--- config.mk ---
export PLATFORM = sky130hd
export DESIGN_NAME = hall_call_panel
export DESIGN_NICKNAME = d
export VERILOG_FILES = /design/src/rtl/hall_call_panel.sv
export SDC_FILE = /design/constraint.sdc
export NUM_CORES = 1
export LEC_CHECK = 0
export ABC_CLOCK_PERIOD_IN_PS = 5300
export CORE_MARGIN = 1
export CORE_UTILIZATION = 29
export CTS_CLUSTER_SIZE = 40
export DETAILED_ROUTE_END_ITERATION = 8
export GPL_TIMING_DRIVEN = 0
export SLEW_MARGIN = 10
export SYNTH_ARGS = -nofsm -noshare
export SYNTH_HDL_FRONTEND = slang
export SYNTH_SLANG_ARGS = --single-unit
export TNS_END_PERCENT = 1
--- constraint.sdc ---
create_clock -name clk -period 5.3 [get_ports clk]
set_input_delay 0.53 -clock clk [delete_from_list [all_inputs] [get_ports clk]]
set_output_delay 0.53 -clock clk [all_outputs]
set_load 0.02 [all_outputs]
--- src/rtl/hall_call_panel.sv ---
// rtl/hall_call_panel.sv - hall-button call latch with round-robin request issue and periodic retry
module hall_call_panel #(
  parameter int NUM_FLOORS   = 8,
  parameter int FLOOR_W      = 3,
  parameter int HOLD_CYCLES  = 2,
  parameter int RETRY_CYCLES = 1024
) (
  input  logic                  clk,
  input  logic                  reset,
  input  logic [NUM_FLOORS-1:0] up_btn,
  input  logic [NUM_FLOORS-1:0] down_btn,
  input  logic                  serviced_valid,
  input  logic [FLOOR_W-1:0]    serviced_floor,
  input  logic                  serviced_dir,
  output logic                  request,
  output logic [FLOOR_W-1:0]    request_floor,
  output logic                  request_dir,
  output logic [NUM_FLOORS-1:0] up_lamp,
  output logic [NUM_FLOORS-1:0] down_lamp
);

  localparam int SLOTS   = 2 * NUM_FLOORS;
  localparam int SLOT_W  = $clog2(SLOTS);
  localparam int TIMER_W = $clog2(RETRY_CYCLES);
  localparam int HOLD_W  = (HOLD_CYCLES > 1) ? $clog2(HOLD_CYCLES) : 1;
  localparam logic [HOLD_W-1:0]     HOLD_LAST  = HOLD_W'((HOLD_CYCLES > 0) ? HOLD_CYCLES - 1 : 0);
  localparam logic [TIMER_W-1:0]    TIMER_LAST = TIMER_W'(RETRY_CYCLES - 1);
  // No up call from the top floor, no down call from the ground floor.
  localparam logic [NUM_FLOORS-1:0] UP_MASK = {1'b0, {(NUM_FLOORS-1){1'b1}}};
  localparam logic [NUM_FLOORS-1:0] DN_MASK = {{(NUM_FLOORS-1){1'b1}}, 1'b0};

  typedef enum logic [1:0] {IDLE, ISSUE, HOLD} state_t;

  state_t              state;
  logic [SLOTS-1:0]    pending;
  logic [SLOTS-1:0]    dispatched;
  logic [SLOTS-1:0]    set_vec;
  logic [SLOTS-1:0]    svc_vec;
  logic [SLOTS-1:0]    eligible;
  logic [SLOTS-1:0]    disp_next;
  logic [SLOT_W-1:0]   ptr;
  logic [SLOT_W-1:0]   grant_slot;
  logic [SLOT_W-1:0]   cand;
  logic [SLOT_W-1:0]   svc_idx;
  logic                grant_valid;
  logic                wrap;
  logic [HOLD_W-1:0]   hold_cnt;
  logic [TIMER_W-1:0]  timer;

  assign set_vec   = {down_btn & DN_MASK, up_btn & UP_MASK};
  assign wrap      = (timer == TIMER_LAST);
  assign eligible  = pending & ~dispatched & ~svc_vec;
  assign up_lamp   = pending[NUM_FLOORS-1:0];
  assign down_lamp = pending[SLOTS-1:NUM_FLOORS];

  always_comb begin
    svc_vec = '0;
    svc_idx = serviced_dir ? SLOT_W'(serviced_floor) : SLOT_W'(int'(serviced_floor) + NUM_FLOORS);
    if (serviced_valid && (int'(serviced_floor) < NUM_FLOORS))
      svc_vec[svc_idx] = 1'b1;
  end

  // First eligible slot at or after ptr, wrapping upward.
  always_comb begin
    grant_valid = 1'b0;
    grant_slot  = '0;
    cand        = '0;
    for (int i = 0; i < SLOTS; i++) begin
      cand = SLOT_W'((int'(ptr) + i) % SLOTS);
      if (!grant_valid && eligible[cand]) begin
        grant_valid = 1'b1;
        grant_slot  = cand;
      end
    end
  end

  // A grant on the wrap edge keeps its dispatched bit.
  always_comb begin
    disp_next = wrap ? '0 : dispatched;
    disp_next = disp_next & ~svc_vec;
    if (state == IDLE && grant_valid)
      disp_next[grant_slot] = 1'b1;
  end

  always_ff @(posedge clk) begin
    if (reset) begin
      state         <= IDLE;
      pending       <= '0;
      dispatched    <= '0;
      ptr           <= '0;
      hold_cnt      <= '0;
      timer         <= '0;
      request       <= 1'b0;
      request_floor <= '0;
      request_dir   <= 1'b0;
    end else begin
      pending    <= (pending | set_vec) & ~svc_vec;
      dispatched <= disp_next;
      timer      <= wrap ? '0 : timer + 1'b1;
      case (state)
        IDLE: begin
          if (grant_valid) begin
            request       <= 1'b1;
            request_floor <= FLOOR_W'(int'(grant_slot) % NUM_FLOORS);
            request_dir   <= (int'(grant_slot) < NUM_FLOORS);
            ptr           <= SLOT_W'((int'(grant_slot) + 1) % SLOTS);
            state         <= ISSUE;
          end
        end
        ISSUE: begin
          request  <= 1'b0;
          hold_cnt <= '0;
          state    <= (HOLD_CYCLES == 0) ? IDLE : HOLD;
        end
        HOLD: begin
          if (hold_cnt == HOLD_LAST)
            state <= IDLE;
          else
            hold_cnt <= hold_cnt + 1'b1;
        end
        default: state <= IDLE;
      endcase
    end
  end

endmodule

# Word-level counts from Yosys, hierarchy flattened
# Cells that the tools add are included.
[word_totals]
ff_bits = 54
latch_bits = 0
ramBits = 0
mem_bits_ro = 0
input_bits = 23
output_inout_bits = 21
memories = 0
[classes]
addsub = 19
n_mul = 0
n_div = 0
magnitude_cmp = 21
n_eq_ne = 5
shift = 0
muxes = 79
bitwise_logic = 8
reduce_logical = 40
[op_table]
columns = ["cell", "n"]
rows = [
  ["4-bit by 5-bit less-than comparator with 1-bit output, second input constant", 18],
  ["4-bit 2-to-1 mux", 17],
  ["16-bit AND", 4],
  ["1-bit binary-select mux with 4-bit select", 16],
  ["16-bit 2-to-1 mux", 3],
  ["1-bit 2-to-1 mux", 36],
  ["4-bit adder, second input constant", 8],
  ["16-bit inverter", 2],
  ["16-bit OR", 2],
  ["1-bit logical AND", 18],
  ["4-bit by 3-bit adder with 4-bit output, second input constant", 4],
  ["1-bit logical NOT", 15],
  ["10-bit by 1-bit adder with 10-bit output, second input constant", 1],
  ["10-bit equality test, second input constant", 1],
  ["4-bit by 1-bit adder with 4-bit output, second input constant", 2],
  ["4-bit by 2-bit adder with 4-bit output, second input constant", 2],
  ["1-bit demux with 4-bit select", 2],
  ["4-bit by 1-bit greater-or-equal comparator with 1-bit output, second input constant", 2],
  ["2-bit case mux with 3 select lines", 1],
  ["2-bit AND reduction", 3],
  ["3-bit by 4-bit adder with 4-bit output, second input constant", 1],
  ["4-bit less-than comparator, second input constant", 1],
  ["2-bit 2-to-1 mux", 2],
  ["2-bit != test, second input constant", 2],
  ["other kinds (7)", 9],
]

# Depth between registers and ports, before layout
# Gate-level depths: netlist of the first run.
[logic_depth]
depth_word = 63
mapped_depth = 21
depth_no_buf = 17

# Least setup slack after synthesis of the first run
# Ideal clock, no wire load.
[synth_path]
path_kind = "register to register"
startpoint = "register ptr[1]"
endpoint = "register ptr[3]"
setup_ps = 120
arrival_time_ps = 4260
t_required_ps = 5180
slack_ps = 920
path_stages_with_launch = 16
period_less_slack_ps = 4380
path_cell_list = "dfxtp_1 -> clkbuf_1 -> inv_2 -> ha_1 -> clkbuf_1 -> nor4_1 -> nor4_4 -> mux2i_1 -> mux2i_1 -> o31ai_1 -> a2111oi_0 -> a211oi_2 -> a311oi_2 -> nor2b_4 -> mux2_4 -> a211o_1"
[synth_between]
elab_chain_cells = 49
elab_cells_between_ends = 111
cone_classes = "add/sub (16); mux (64); reduce/logical (31)"
[synth_rtl]
columns = ["item", "line", "text"]
rows = [
  ["start: declaration", "41", "logic [SLOT_W-1:0] ptr;"],
  ["start signal: assignment", "106", "ptr <= SLOT_W'((int'(grant_slot) + 1) % SLOTS);"],
  ["parallel branches: the longest is 47 deep, another holds 4-bit by 1-bit adder with 4-bit output", "n/a", ""],
  ["4-bit 2-to-1 mux (*)", "70", "if (!grant_valid && eligible[cand]) begin"],
  ["named net grant_slot[1]", "42", "logic [SLOT_W-1:0] grant_slot;"],
  ["4-bit by 1-bit adder with 4-bit output (*)", "106", ""],
]
# Mark *: on every way through the listed nets, which the timed path passes. The select of a mux whose other input is x is not followed.
# A chain may end at the register's enable or synchronous reset.

# Worst setup path after layout of the first run
[layout_path]
startpoint = "input port serviced_dir"
endpoint = "register ptr[3]"
[layout_between]
elab_chain_cells = 57
elab_cells_between_ends = 105
cone_classes = "add/sub (1); order compare (2); mux (68); bitwise (2); reduce/logical (32)"
[layout_rtl]
columns = ["item", "line", "text"]
rows = [
  ["start: declaration", "14", "input logic serviced_dir,"],
  ["4-bit 2-to-1 mux (*)", "58", "svc_idx = serviced_dir ? SLOT_W'(serviced_floor) : SLOT_W'(int'(serviced_floor) + NUM_FLOORS);"],
  ["4-bit by 5-bit less-than comparator with 1-bit output (implied by the code) / 4-bit by 1-bit greater-or-equal comparator with 1-bit output (equally long branches)", "60", "svc_vec[svc_idx] = 1'b1;"],
  ["1-bit logical AND (implied by the code)", "60", ""],
  ["1-bit 2-to-1 mux (implied by the code)", "60", ""],
  ["1-bit demux with 4-bit select (*)", "60", ""],
  ["16-bit 2-to-1 mux (*)", "59", "if (serviced_valid && (int'(serviced_floor) < NUM_FLOORS))"],
  ["16-bit inverter (*)", "52", "assign eligible = pending & ~dispatched & ~svc_vec;"],
  ["16-bit AND (*)", "52", ""],
  ["[... 42 more ...]", "n/a", ""],
  ["1-bit logical NOT", "70", ""],
  ["1-bit logical AND", "70", ""],
  ["1-bit 2-to-1 mux", "70", ""],
  ["1-bit logical NOT", "70", ""],
  ["1-bit logical AND", "70", ""],
  ["4-bit 2-to-1 mux (*)", "70", ""],
  ["named net grant_slot[1]", "42", ""],
  ["4-bit by 1-bit adder with 4-bit output (*)", "106", ""],
]
# The timed path passes the listed nets; every way through them passes the cells marked *. The select of a mux whose other input is x is not followed.

==> impl_metrics.toml, run 1 <==
[worst_setup_path]
startpoint = "serviced_dir"
timing.critical_path.arrival_ns = 5.24
startpoint_type = "primary input"
r2r_start = "ptr[0]"
crit-reg2reg-capture = "ptr[3]"
ff2ff_setup_slack_ns = 0.35
number_of_cell_instances_on_the_worst_register_to_register_path = 18
required_time_of_the_critical_path_ns = 5.49
max_fo_critical_path = 10
worstSetupPathType = "in2reg"
end_kind = "register"

[clocking]
clock_tree.root_cell = "sky130_fd_sc_hd__clkbuf_16"
tritoncts_num_sinks = 54
path_clk_slew_ns = 0.07
cts-buffers-inserted = 5
clockBufferDepth = 2
tritoncts = "built"
cts.htree.levels = 2
clk-insertion-delay-late_ns = 0.30

[placed_design]
dp_cells = 863
gpl.final_weighted_congestion = 0.944
place.detailed.hpwl_um = 11900
post-place-ws_ns = -0.385
io_buf_count = 41

[route]
vias_per_cell = 5.61
drt-total-wl_um = 15400
drtAntennaViolNets = 0
drc = 0
initialDrtViolationCount = 312
vias = 4916
routedWlPerCell_um = 17.6
detailedRoute.firstPassIterationCount = 6

[pwr]
power_leakage_nw = 2.18
power_mw = 4.14
power_report.internal_total_mw = 1.97
p_per_area_nw_per_um2 = 686
clock_share_of_power_pct = 8.5
seq_power_share_pct = 12.7
net-switching-power_mw = 2.18
power.ir.vdd_worst_uv = 284
p_sw_share_pct = 52.5
p_comb_share_pct = 78.8

[synthesis]
synth_top_cell_area_share_pct = 21.9
seq_area_frac_synth_pct = 21.9
number_of_enable_type_register_cells_in_the_synthesized_netlist = 0
synth_seq_cells = 54
netlist_top_cells_area = "sky130_fd_sc_hd__dfxtp_1 (22%), sky130_fd_sc_hd__a2111oi_2 (4.6%), sky130_fd_sc_hd__nor2_1 (4.4%), sky130_fd_sc_hd__a211oi_1 (4.0%), sky130_fd_sc_hd__ha_1 (3.8%)"
syn-cell-area_sq_um = 4930
dominantRegCellSynth = "sky130_fd_sc_hd__dfxtp_1"
postSynthNetCount = 640
synthesis.yosys.warnings = 0
yosys.area.top_type = "sky130_fd_sc_hd__dfxtp_1"
synth_cell_types = 88
async_reset_ff_share_pct = 0
mapped_avg_cell_area_sq_um = 8.19
syn-instance-count = 602

[cells_and_area]
instances_no_fill = 876
layout.filler_cells = 1773
area_delta_synth_final_pct = 22.5
finalCoreUtilization_pct = 36.4
drive_above_1_share_pct = 19.5
final_nets = 693
diodes = 0

[sta]
fin_setup_tns_ns = 0
finalCritPeriodShare_pct = 95.3
finalClockSkew_ns = 0.00520
finalMaxSlewViolations = 0
maxSlewHeadroom_pct = 45.2
setup_violations = 0
post-route-worst-setup-slack_ns = 0.250
maxClockFrequency_mhz = 198
final-hold-violation-count = 0
worst_pin_slew_ns = 0.822
period_minus_slack_ns = 5.05

[worst_hold_path]
hold_path_class = "reg2reg"
worstHoldPathCells = 2
hold_start = "request_floor[1]"
worst_hold_path.endpoint = "request_floor[1]"

[die]
die_height_um = 132
die-width_um = 132
start_util_pct = 29.7
row_count = 47
boundaryPins = 44
core_region_area_sq_um = 16600
dieArea_sq_um = 17500

[outcome]
outcome = "completed"

[global_route]
global_route.overflow_total = 0
grt_max_degree = 17
grt_antenna_before_repair = 0
groute.usage.overall_pct = 17.4
wire_length_of_the_first_global_routing_pass_um = 24800
grt_pass1_vias = 4712

[job]
timing.max_cap.violations = 0
[worst max-delay path, stage by stage]
cell and delay (ns):
sky130_fd_sc_hd__clkdlybuf4s50_1 0.54, sky130_fd_sc_hd__and3_4 0.26, sky130_fd_sc_hd__buf_6 0.15, sky130_fd_sc_hd__a2111oi_2 0.68
sky130_fd_sc_hd__nor3_1 0.16, sky130_fd_sc_hd__or4_1 0.41, sky130_fd_sc_hd__buf_2 0.18, sky130_fd_sc_hd__mux2_4 0.33
sky130_fd_sc_hd__nand3b_2 0.11, sky130_fd_sc_hd__buf_6 0.15, sky130_fd_sc_hd__o221ai_1 0.12, sky130_fd_sc_hd__a31oi_1 0.28
sky130_fd_sc_hd__a211oi_2 0.14, sky130_fd_sc_hd__a311oi_4 0.37, sky130_fd_sc_hd__nor2b_4 0.23, sky130_fd_sc_hd__mux2_4 0.30
sky130_fd_sc_hd__a211o_1 0.28
[flip-flops by register name, indices dropped and copies added (netlist names)]
signal and count:
dispatched 16, pending 16, timer 10, ptr 4, request_floor 3, state 2, hold_cnt 1, request 1
request_dir 1
[cell usage after synthesis, types with 9 or more instances]
master and number:
sky130_fd_sc_hd__nand2_1 50, sky130_fd_sc_hd__o21ai_0 24, sky130_fd_sc_hd__nor2_1 58, sky130_fd_sc_hd__dfxtp_1 54
sky130_fd_sc_hd__xor2_1 14, sky130_fd_sc_hd__clkbuf_1 10, sky130_fd_sc_hd__nor4_1 14, sky130_fd_sc_hd__a211oi_1 26
sky130_fd_sc_hd__or2_2 10, sky130_fd_sc_hd__or2_1 9, sky130_fd_sc_hd__nand3_1 18, sky130_fd_sc_hd__a2111oi_1 9
sky130_fd_sc_hd__ha_1 15, sky130_fd_sc_hd__nor3_1 28, sky130_fd_sc_hd__mux2i_1 13, sky130_fd_sc_hd__o22ai_1 22
sky130_fd_sc_hd__a2111oi_2 15, sky130_fd_sc_hd__a21oi_1 20, sky130_fd_sc_hd__inv_1 26
[power groups by stage]
stage | combinational, mW | sequential [mW] | clock, mW
floorplan | 2.33 | 0.541 | 0
global placement | 3.06 | 0.528 | 0
detailed placement | 3.06 | 0.529 | 0
CTS | 3.10 | 0.520 | 0.359
global route | 3.53 | 0.531 | 0.375
finish | 3.27 | 0.524 | 0.352
[logic make-up after synthesis]
logic type	share of synthesized area, %
simple gates	27.5
mux	9.61
xor+xnor	3.73
fa+ha+maj	3.81
buf+inv	6.14
compound gates	27.3
flops	21.9
[metal layers]
layer  global-route usage (%)  wire length (um)  up-vias
li1                         -                 -     2383
met1                     23.5              7100     2361
met2                     28.6              7300      143
met3                     1.65               617       29
met4                     6.70               384        0
met5                        0                 0        -
[cell type report]
cell class                 count  area (sq um)  share of cell area, %
buffer                        32           200                   3.31
clock buffer                   7           153                   2.53
clock inverter                 1          8.76                  0.145
inverter                      29           109                   1.80
multi-input combinational    487          3770                   62.4
sequential                    54          1080                   17.9
tap                          220           275                   4.56
timing repair buffer          46           448                   7.41
[stage by stage]
stage                     area (sq um)  hold slack (ns)
after CTS                         5810            0.460
after global routing              6040            0.502
after floorplan                   4930            0.449
after detailed placement          5630            0.449
final                             6040            0.457
after global placement            5620            0.448
[layout by cell type, fill, tap and decap left out, types with 8 or more instances in the layout]
master	n
sky130_fd_sc_hd__o22ai_1	22
sky130_fd_sc_hd__inv_1	26
sky130_fd_sc_hd__o21ai_0	24
sky130_fd_sc_hd__a21oi_1	20
sky130_fd_sc_hd__nor4_1	9
sky130_fd_sc_hd__nand2_1	50
sky130_fd_sc_hd__xor2_1	13
sky130_fd_sc_hd__or2_1	9
sky130_fd_sc_hd__clkdlybuf4s50_1	41
sky130_fd_sc_hd__ha_1	15
sky130_fd_sc_hd__nor2_1	57
sky130_fd_sc_hd__a211oi_1	26
sky130_fd_sc_hd__mux2i_1	11
sky130_fd_sc_hd__dfxtp_1	54
sky130_fd_sc_hd__buf_4	13
sky130_fd_sc_hd__nor3_1	28
sky130_fd_sc_hd__a2111oi_2	18
sky130_fd_sc_hd__nand2b_1	8
sky130_fd_sc_hd__or2_2	10
sky130_fd_sc_hd__nand3_1	18
[worst max path at each step]
stage | endpoint | slack [ns] | cells past startpoint
global placement | ptr[3] | -0.43 | 16
floorplan | ptr[3] | 0.92 | 15
finish | ptr[3] | 0.25 | 17
global route | ptr[3] | -0.01 | 15
CTS | ptr[3] | 0.02 | 17
detailed placement | ptr[3] | -0.39 | 17
[repair_timing]
action,4_1_cts,5_1_grt
endpoints found under the hold margin,0,0
hold buffers,0,0
setup endpoints to repair,5,19
gates resized for setup,6,31
setup buffers,0,5
(Power assumes the default switching activity.)
==> run 2, diff against run 1 <==
--- a/config.mk
+++ b/config.mk
@@ -6,6 +6,7 @@
 export NUM_CORES = 1
 export LEC_CHECK = 0
 export ABC_CLOCK_PERIOD_IN_PS = 5300
+export CORE_ASPECT_RATIO = 0.9
 export CORE_MARGIN = 1
 export CORE_UTILIZATION = 29
 export CTS_CLUSTER_SIZE = 40
==> run 2 against run 1 <==
Compared with the run above:
- global-route usage rose by 0.32 points
- final cell count down 1.7%
- via count is 1.0% higher
- combinational power about the same
==> impl_metrics.toml, run 2 (same netlist as run 1, synthesis figures left out) <==
[die]
die_height_um = 126
start_util_pct = 30.1
die-width_um = 139
boundaryPins = 44
row_count = 44
core_region_area_sq_um = 16400
dieArea_sq_um = 17500

[worst_setup_path]
worstSetupPathType = "in2reg"
number_of_cell_instances_on_the_worst_register_to_register_path = 18
required_time_of_the_critical_path_ns = 5.50
end_kind = "register"
max_fo_critical_path = 10
timing.critical_path.arrival_ns = 5.25
ff2ff_setup_slack_ns = 0.32
startpoint_type = "primary input"

[pwr]
power_report.internal_total_mw = 1.95
p_comb_share_pct = 78.8
p_sw_share_pct = 53.3
power.ir.vdd_worst_uv = 306
seq_power_share_pct = 12.8
net-switching-power_mw = 2.23
p_per_area_nw_per_um2 = 695
clock_share_of_power_pct = 8.4
power_leakage_nw = 2.18

[cells_and_area]
layout.cells.most_common_list = "sky130_fd_sc_hd__nor2_1 (57), sky130_fd_sc_hd__dfxtp_1 (54), sky130_fd_sc_hd__nand2_1 (50), sky130_fd_sc_hd__clkdlybuf4s50_1 (41), sky130_fd_sc_hd__nor3_1 (27)"
drive_above_1_share_pct = 19.3
diodes = 0
sequential_cell_area_sq_um = 1080
layout.filler_cells = 1666
final_nets = 691
multi_input_area_sq_um = 3790
final_common_cell = "sky130_fd_sc_hd__nor2_1"
area_delta_synth_final_pct = 22.2
largestRegisters = "dispatched x16, pending x16, timer x10"
final_design_area_no_fill_sq_um = 6030

[sta]
setup_violations = 0
finalCritPeriodShare_pct = 95.3
post-route-worst-setup-slack_ns = 0.250
maxClockFrequency_mhz = 198
maxSlewHeadroom_pct = 50.9
finalHoldWorstSlack_ns = 0.479
finalClockSkew_ns = 0.0119
grt_setup_unrepaired = "false"
final-hold-violation-count = 0
finalMaxSlewViolations = 0
period_minus_slack_ns = 5.05
worst_pin_slew_ns = 0.733

[clocking]
clockBufferDepth = 2
clk-insertion-delay-late_ns = 0.30
tritoncts = "built"
postCtsHoldBufs = 0
tritoncts_num_sinks = 54
path_clk_slew_ns = 0.08
cts.htree.levels = 2
cts-buffers-inserted = 5
clock_tree.root_cell = "sky130_fd_sc_hd__clkbuf_16"

[route]
routedWlPerCell_um = 18.2
drtAntennaViolNets = 0
drc = 0
drt-total-wl_um = 15700
detailedRoute.firstPassIterationCount = 5
vias_per_cell = 5.77
vias = 4967
initialDrtViolationCount = 536

[global_route]
grt_max_degree = 20
groute.usage.overall_pct = 17.7
wire_length_of_the_first_global_routing_pass_um = 24600
grt_antenna_before_repair = 0
grt_pass1_vias = 4351
global_route.overflow_total = 0

[worst_hold_path]
worstHoldPathCells = 2
hold_path_class = "reg2reg"

[placed_design]
placed_area_sq_um = 5600
post-place-ws_ns = -0.401
io_buf_count = 41
place.detailed.hpwl_um = 11900
gpl.final_weighted_congestion = 0.924

[job]
timing.max_cap.violations = 0

[outcome]
outcome = "completed"
-- run 2: worst paths after layout --
check | startpoint | endpoint
setup / recovery | serviced_dir | ptr[3]
hold / removal | request_floor[1] | request_floor[1]
setup reg to reg | ptr[0] | ptr[3]
hold reg to reg | request_floor[1] | request_floor[1]
-- run 2: critical path, cell delays in order --
cell and delay (ns):
sky130_fd_sc_hd__clkdlybuf4s50_1 0.53, sky130_fd_sc_hd__and3_4 0.26, sky130_fd_sc_hd__buf_6 0.15, sky130_fd_sc_hd__a2111oi_2 0.61
sky130_fd_sc_hd__nor3_1 0.11, sky130_fd_sc_hd__or4_1 0.49, sky130_fd_sc_hd__buf_2 0.19, sky130_fd_sc_hd__mux2_4 0.34
sky130_fd_sc_hd__nand3b_2 0.11, sky130_fd_sc_hd__buf_6 0.15, sky130_fd_sc_hd__o221ai_1 0.14, sky130_fd_sc_hd__a31oi_2 0.31
sky130_fd_sc_hd__a211oi_2 0.14, sky130_fd_sc_hd__a311oi_4 0.36, sky130_fd_sc_hd__nor2b_4 0.23, sky130_fd_sc_hd__mux2_4 0.30
sky130_fd_sc_hd__a211o_1 0.28
-- run 2: layout make-up --
class	count	area share [%]
clock buffer	5	2.08
timing repair buffer	44	7.18
inverter	29	1.81
buffer	32	3.32
multi-input combinational	487	62.9
sequential	54	17.9
clock inverter	3	0.477
tap	207	4.30
-- run 2: stage by stage --
step | util, % | total power [mW] | instances | TNS [ns]
after floorplan | - | 2.87 | 602 | 0
after global placement | 34.1 | 3.60 | 850 | -5.32
after detailed placement | 34.1 | 3.58 | 850 | -4.47
after CTS | 35.3 | 3.98 | 858 | 0
after global routing | 36.7 | 4.50 | 861 | 0
final | 36.7 | 4.19 | 861 | 0
-- run 2: repair_timing --
action                                  CTS  global route
endpoints found under the setup margin    1            19
resized for setup                         8            32
pin swaps                                 0             2
setup buffers                             0             3
-- run 2: power by group through the flow --
stage / clock network [mW] / registers [mW] / logic [mW]
2_1_floorplan: 0 / 0.541 / 2.33
3_3_place_gp: 0 / 0.536 / 3.06
3_5_place_dp: 0 / 0.535 / 3.05
4_1_cts: 0.361 / 0.527 / 3.10
5_1_grt: 0.382 / 0.541 / 3.58
6_report: 0.354 / 0.534 / 3.30
-- run 2: routing by layer --
metal,global-route usage [%],share of wire [%]
met1,26.9,48
met2,24.9,40
met3,4.11,10
met4,3.86,1.3
met5,0,0
